## src/rtl/serv_mtimer.sv

```systemverilog
// RISC-V machine timer (mtime/mtimecmp) as a single-cycle-ack Wishbone slave for SERV.
// Optional prescaler enabled by defining SERV_MTIMER_PRESCALE_EN (PRESCALE clocks per tick).
module serv_mtimer #(
  parameter int unsigned PRESCALE = 16
) (
  input  logic        i_clk,
  input  logic        i_rst_n,
  input  logic        i_wb_cyc,
  input  logic        i_wb_we,
  input  logic [1:0]  i_wb_adr,
  input  logic [31:0] i_wb_dat,
  input  logic [3:0]  i_wb_sel,
  output logic [31:0] o_wb_rdt,
  output logic        o_wb_ack,
  output logic        o_timer_irq
);

  localparam logic [1:0] ADR_MTIME_LO = 2'd0;
  localparam logic [1:0] ADR_MTIME_HI = 2'd1;
  localparam logic [1:0] ADR_CMP_LO   = 2'd2;
  localparam logic [1:0] ADR_CMP_HI   = 2'd3;

  // Legal prescale range, checked at elaboration in every build.
  if ((PRESCALE < 32'd2) || (PRESCALE > 32'd65535)) begin : g_prescale_range
    $error("serv_mtimer: PRESCALE out of range 2..65535");
  end

  function automatic logic [31:0] merge_bytes(
    input logic [31:0] old_v,
    input logic [31:0] new_v,
    input logic [3:0]  sel
  );
    logic [31:0] res;
    res = old_v;
    for (int b = 0; b < 4; b++) begin
      if (sel[b]) begin
        res[8*b +: 8] = new_v[8*b +: 8];
      end else begin
        res[8*b +: 8] = old_v[8*b +: 8];
      end
    end
    return res;
  endfunction

  logic [63:0] mtime_r;
  logic [63:0] mtimecmp_r;
  logic [31:0] hi_shadow_r;
  logic [31:0] rdt_r;
  logic        ack_r;
  logic        irq_r;

  logic        tick_s;
  logic        start_s;
  logic [63:0] mtime_inc_s;
  logic [63:0] mtime_nxt_s;
  logic [63:0] mtimecmp_nxt_s;
  logic [31:0] hi_shadow_nxt_s;
  logic [31:0] rdt_nxt_s;

`ifdef SERV_MTIMER_PRESCALE_EN
  localparam logic [15:0] PRESCALE_RELOAD = 16'(PRESCALE - 32'd1);

  logic [15:0] presc_r;

  // Prescale down-counter: tick on zero, then reload.
  always_ff @(posedge i_clk or negedge i_rst_n) begin
    if (!i_rst_n) begin
      presc_r <= 16'd0;
    end else if (presc_r == 16'd0) begin
      presc_r <= PRESCALE_RELOAD;
    end else begin
      presc_r <= presc_r - 16'd1;
    end
  end

  assign tick_s = (presc_r == 16'd0);
`else
  assign tick_s = 1'b1;
`endif

  // Bus decode and next-state for timer registers, shadow and read data.
  always_comb begin
    start_s         = i_wb_cyc & ~ack_r;
    mtime_inc_s     = tick_s ? (mtime_r + 64'd1) : mtime_r;
    mtime_nxt_s     = mtime_inc_s;
    mtimecmp_nxt_s  = mtimecmp_r;
    hi_shadow_nxt_s = hi_shadow_r;
    rdt_nxt_s       = 32'd0;
    if (start_s && i_wb_we) begin
      // Unwritten mtime bytes keep the incremented value of this same edge.
      case (i_wb_adr)
        ADR_MTIME_LO: mtime_nxt_s[31:0]     = merge_bytes(mtime_inc_s[31:0], i_wb_dat, i_wb_sel);
        ADR_MTIME_HI: mtime_nxt_s[63:32]    = merge_bytes(mtime_inc_s[63:32], i_wb_dat, i_wb_sel);
        ADR_CMP_LO:   mtimecmp_nxt_s[31:0]  = merge_bytes(mtimecmp_r[31:0], i_wb_dat, i_wb_sel);
        ADR_CMP_HI:   mtimecmp_nxt_s[63:32] = merge_bytes(mtimecmp_r[63:32], i_wb_dat, i_wb_sel);
        default:      mtime_nxt_s           = mtime_inc_s;
      endcase
    end else if (start_s) begin
      case (i_wb_adr)
        ADR_MTIME_LO: begin
          rdt_nxt_s       = mtime_r[31:0];
          hi_shadow_nxt_s = mtime_r[63:32];
        end
        ADR_MTIME_HI: rdt_nxt_s = hi_shadow_r;
        ADR_CMP_LO:   rdt_nxt_s = mtimecmp_r[31:0];
        ADR_CMP_HI:   rdt_nxt_s = mtimecmp_r[63:32];
        default:      rdt_nxt_s = 32'd0;
      endcase
    end else begin
      rdt_nxt_s = 32'd0;
    end
  end

  // Timer state, bus response and interrupt registers.
  always_ff @(posedge i_clk or negedge i_rst_n) begin
    if (!i_rst_n) begin
      mtime_r     <= 64'd0;
      mtimecmp_r  <= 64'hFFFF_FFFF_FFFF_FFFF;
      hi_shadow_r <= 32'd0;
      rdt_r       <= 32'd0;
      ack_r       <= 1'b0;
      irq_r       <= 1'b0;
    end else begin
      mtime_r     <= mtime_nxt_s;
      mtimecmp_r  <= mtimecmp_nxt_s;
      hi_shadow_r <= hi_shadow_nxt_s;
      rdt_r       <= rdt_nxt_s;
      ack_r       <= start_s;
      irq_r       <= (mtime_r >= mtimecmp_r);
    end
  end

  assign o_wb_rdt    = rdt_r;
  assign o_wb_ack    = ack_r;
  assign o_timer_irq = irq_r;

endmodule

```

## config.mk

```make
export PLATFORM = sky130hd
export DESIGN_NAME = serv_mtimer
export DESIGN_NICKNAME = d
export VERILOG_FILES = /design/src/rtl/serv_mtimer.sv
export SDC_FILE = /design/constraint.sdc
export NUM_CORES = 1
export LEC_CHECK = 0
export BUFFER_PORTS_ARGS = -buffer_cell sky130_fd_sc_hd__buf_4
export CORE_ASPECT_RATIO = 2
export CORE_MARGIN = 1
export CORE_UTILIZATION = 25
export CTS_CLUSTER_DIAMETER = 100
export DETAILED_ROUTE_END_ITERATION = 7
export PLACE_DENSITY_LB_ADDON = 0.12
export SLEW_MARGIN = 20
export SYNTH_ARGS = -nofsm -noshare
export SYNTH_HDL_FRONTEND = slang
export SYNTH_SLANG_ARGS = --single-unit
```

## constraint.sdc

```tcl
create_clock -name i_clk -period 5.59 [get_ports i_clk]
set_clock_uncertainty 0.1 [all_clocks]
set_input_delay 1.118 -clock i_clk [delete_from_list [all_inputs] [get_ports i_clk]]
set_output_delay 1.118 -clock i_clk [all_outputs]
set_load 0.1 [all_outputs]
```

Word-level counts from Yosys, hierarchy flattened

Index checks and enable logic that the tools add are counted.

Add/subtract/negate cells: 1
Order comparisons: 1
Eq/ne operators: 3
Muxes and demuxes: 14
Bitwise gates (word level): 3
Reductions and logical operators: 11

Operators by type and width:

| kind                                           | count |
|---|---|
| 2-to-1 mux 32 bit                              | 4 |
| one-hot mux 32 bit (4 select lines)            | 1 |
| adder 64 x 1 -> 64 bit (second input constant) | 1 |
| >= comparator 64 bit                           | 1 |
| 2-to-1 mux 64 bit                              | 1 |
| 2-to-1 mux 8 bit                               | 8 |
| AND reduction 3 bit                            | 9 |
| == test 2 bit (second input constant)          | 2 |
| == test 2 x 1 -> 1 bit (second input constant) | 1 |
| logical NOT 2 bit                              | 1 |
| NOT 1 bit                                      | 2 |
| AND 1 bit                                      | 1 |
| logical AND 1 bit                              | 1 |

Register bits after elaboration: 194
Bits of input ports: 42
Output and inout port bits: 34
Logic and storage cells: 46

Logic depth before layout (Yosys ltp)

Depth in word-level cells: 5
Depth in mapped cells: 9
Mapped depth without buffers: 9

Least setup slack after synthesis

OpenSTA, ideal clock, no wires.

Kind: input to register
Start: input i_wb_adr[0]
End: register rdt_r[15], in the netlist o_wb_rdt[15]
Setup time: 132 ps
Arrival: 2632 ps
Data required time: 5358 ps
Path slack: 2725 ps
Stages on the path: 4
Path buffers: 2
Cell sequence: clkbuf_1 -> buf_1 -> mux4_2 -> nor2b_1

Cells in the longest elaborated chain, start to end: 4

Ends and longest elaborated chain:

| item                                        | line | source |
|---|---|---|
| start, declared                             | 10   | `input logic [1:0] i_wb_adr,` |
| == test 2 bit, or another cell as far along | 99   | `case (i_wb_adr)` |
| one-hot mux 32 bit (4 select lines) *       | 99   |  |
| 2-to-1 mux 32 bit *                         | 98   | `end else if (start_s) begin` |
| 2-to-1 mux 32 bit *                         | 89   | `if (start_s && i_wb_we) begin` |
| net rdt_nxt_s[15]                           | 58   | `logic [31:0] rdt_nxt_s;` |
| end signal, assigned                        | 127  | `rdt_r <= rdt_nxt_s;` |
| end, declared                               | 48   | `logic [31:0] rdt_r;` |

The timed path passes the listed nets; every way through them passes the cells marked *.
A chain may end at the register's enable or synchronous reset.

Final worst setup path

Start: register mtime_r[8]
End: register mtime_r[58]

Cells in the longest elaborated chain, start to end: 4

Ends and longest elaborated chain:

| item                     | line | source |
|---|---|---|
| start, declared          | 45   | `logic [63:0] mtime_r;` |
| start signal, assigned   | 124  | `mtime_r <= mtime_nxt_s;` |
| adder 64 x 1 -> 64 bit * | 84   | `mtime_inc_s = tick_s ? (mtime_r + 64'd1) : mtime_r;` |
| 2-to-1 mux 8 bit         | 36   | `if (sel[b]) begin` |
| 2-to-1 mux 32 bit        | 91   | `case (i_wb_adr)` |
| 2-to-1 mux 64 bit *      | 89   |  |
| net mtime_nxt_s[58]      | 55   | `logic [63:0] mtime_nxt_s;` |

Marked as above.

==> flow_summary.ini <==
[synth]
post_synth_instance_area_sq_um = 10400
ys_top_cells_by_area = dfrtp_1, dfstp_2, ha_1, mux4_2, nand2_1
ys_types = 42
synth_top_area_cell = dfrtp_1
syn-num-nets = 1125
ys_ff_latch = 194
count_of_flip_flops_with_a_built_in_enable_after_synthesis = 0
synth-main-ff-cell = dfrtp_1
syn_area_per_cell_sq_um = 10.2
ys_seq_area_frac = 0.474
synthCells = 1018
yosysTopAreaCellShare = 0.313
async_reset_ff_frac = 1.00
synth.most_common_cell = nand2_1
ys_warn_count = 0
synth.top_cells.by_count = nand2_1, dfrtp_1, o21ai_0

[layout]
multi_input_area_sq_um = 5060
finalNonFillerCells = 1628
design_area_sq_um = 12200
areaGrowthSynthToFinish_pct = 17.2
num-nets-final = 1187
area.sequential_sq_um = 4930
n_antenna_cell = 0
layout-drive-gt1-share = 0.229
filler_cell_count = 4339
layout.core_utilization = 0.298

[power_and_ir_drop]
leakagePower_nw = 5.06
pwr_density_cell_nw_per_um2 = 427
vdd_ir_drop_max_v = 0.000238

[critical_path]
worst_r2r_startpoint = mtime_r[8]
r2r-end = mtime_r[58]
cp-start-kind = flip-flop
worst_ep_arrival_time_ns = 3.59
timing.setup.critical_path_class = flip-flop to flip-flop
timing.critical_path.fanout_max = 15
reg2reg_depth = 7
crit_path_end_kind = flip-flop
ff2ff_setup_slack_ns = 2.21
cp_data_required_time_ns = 5.81

[die]
floorplan.die_area_sq_um = 42500
num_io_pins = 76
die_w_um = 146
initial_core_util = 0.254
fp-row-count = 105
die_y_um = 291
floorplan.core_area_sq_um = 41000

[sta]
setup_repair_after_global_routing_missed_its_margin = no
finalMaxSlewViolations = 0
max_clock_freq_ghz = 0.296
period_needed_ns = 3.38
hold_viol = 0
final.hold.worst_slack_ns = 0.374
tightestPinTransition_ns = 1.06
setup_viol = 0
max_slew_margin = 0.291
finalCritPeriodShare = 0.604
fin_setup_tns_ns = 0

[outcome]
run_status = completed

[clock_tree]
cts.path.max_buffers = 2
htree_levels = 4
ctsHoldBuffers = 0
cts.sinks = 194
clk_latency_worst_skew_pair_ns = 0.45
cts_root_cell = clkbuf_16
post-cts-setup-buffer-count = 0
clkSlewWorstSetupHoldPaths_ns = 0.08
cts_resized = 0
cts_inserted_buffers = 17
cts_tree = yes

[grt]
grt_max_degree = 86
grt_first_pass_wirelength_mm = 49.8
grt_antenna_before_repair = 0
globalRouteOverflowTotal = 0
grt.total_usage = 0.159
vias_in_the_first_global_route = 7988

[drt]
dr_total_vias = 7545
antenna_violating_nets_post_route = 0
route.detailed.wl_per_inst_um = 19.8
drt-initial-drc-count = 283
wl_mm = 32.3
first_pass_iteration_count_of_the_detailed_router = 4
number_of_drc_violations_after_detailed_routing = 0
avgViaCountPerCell = 4.63

[flow_run]
drv.max_cap_violation_count = 0

[place]
detailedPlacementHpwl_mm = 23.9
total_placed_cells_including_tap_cells = 1596
place.gp.congestion = 0.753
place.port_buffers = 75
placedInstanceArea_sq_um = 11500

[min_path]
hold_path_end = o_wb_ack
holdCritStartpoint = o_wb_ack
hold-path-cell-count = 1
hold_class = flip-flop to flip-flop
-- how the worst max path moves through the flow --
| stage | startpoint | to | slack [ns] | depth (start not counted) |
|---|---|---|---|---|
| CTS | mtime_r[8] | mtime_r[58] | 2.20 | 7 |
| floorplan | i_wb_adr[0] | o_wb_rdt[15] | 2.73 | 4 |
| global route | mtime_r[8] | mtime_r[58] | 2.00 | 7 |
| global placement | i_wb_cyc | hi_shadow_r[22] | 1.82 | 5 |
| detailed placement | i_wb_cyc | hi_shadow_r[0] | 1.80 | 5 |
| finish | mtime_r[8] | mtime_r[58] | 2.21 | 7 |
-- per-stage QoR --
| step | setup slack [ns] | power (mW) |
|---|---|---|
| 5_1_grt | 2.00 | 5.55 |
| 4_1_cts | 2.20 | 5.30 |
| 3_5_place_dp | 1.80 | 3.87 |
| 6_report | 2.21 | 5.20 |
| 3_3_place_gp | 1.82 | 3.85 |
| 2_1_floorplan | 2.73 | 3.30 |
-- cells in the final DEF (no fill, tap or decap), types with 2 or more instances in the layout --
cell type / synthesis / layout
nand2_1: 134 / 134
dfrtp_1: 130 / 130
o21ai_0: 92 / 92
buf_4: 3 / 80
inv_1: 70 / 70
ha_1: 65 / 65
dfstp_2: 64 / 64
nor2_1: 67 / 62
a21oi_1: 54 / 54
xor2_1: 40 / 40
nand3_1: 38 / 38
nor2b_1: 33 / 33
mux4_2: 32 / 32
mux2_2: 32 / 32
nand4_1: 31 / 31
xnor2_1: 22 / 22
clkbuf_16: 0 / 17
o21ai_1: 12 / 12
a21o_1: 12 / 12
and3_1: 11 / 11
nor3_1: 6 / 6
and4_1: 6 / 6
nor2_2: 0 / 5
bufinv_16: 0 / 5
a211oi_1: 4 / 4
clkinv_2: 0 / 4
nand2b_1: 5 / 3
nor4_1: 3 / 3
clkbuf_1: 27 / 3
nand2b_2: 0 / 2
and2_1: 2 / 2
or3_1: 2 / 2
clkbuf_8: 0 / 2
-- worst max-delay path, stage by stage, from the launching register on --
cell     delay (ns)
dfrtp_1        0.47
and3_1         0.31
nand3_1        0.27
nor4_4         0.89
nand4_1        0.59
nor3_1         0.35
xnor2_1        0.15
o21ai_0        0.09
-- cell type report --
cell class,instances,area share
sequential,194,0.405
tap,535,0.0549
inverter,70,0.0215
multi-input combinational,715,0.415
timing repair buffer,82,0.0520
clock inverter,11,0.0153
clock buffer,21,0.0369
-- registers in the layout, summed over array words and instances, names as in the netlist --
| signal | flops |
|---|---|
| o_timer_irq | 1 |
| o_wb_ack | 1 |
| o_wb_rdt | 32 |
| mtimecmp_r | 64 |
| mtime_r | 64 |
| hi_shadow_r | 32 |
-- cells by family (layout without fill, tap and decap cells) --
group	Yosys count	after routing	synth area share
XOR/XNOR	62	62	0.0522
adder cells (fa/ha/maj)	65	65	0.0782
flip-flops	194	194	0.474
buffers and inverters	109	184	0.0415
AND/OR/NAND/NOR	344	344	0.158
AO/OA/AOI/OAI	180	180	0.0920
multiplexers	64	64	0.104
-- report_power, final --
| part | switching, mW | internal (mW) | leakage [nW] |
|---|---|---|---|
| registers | 0.383 | 1.87 | 2.23 |
| logic | 0.870 | 0.701 | 2.52 |
| clock network | 0.571 | 0.804 | 0.311 |
| total | 1.82 | 3.38 | 5.06 |
-- metal layers --
metal / global-route usage / up-vias / share of wire
met5: 0 / - / 0
met4: 0.0711 / 0 / 0.033
met3: 0.0214 / 42 / 0.023
met2: 0.300 / 136 / 0.55
met1: 0.175 / 3726 / 0.39
li1: - / 3641 / -
(Power assumes the default switching activity.)
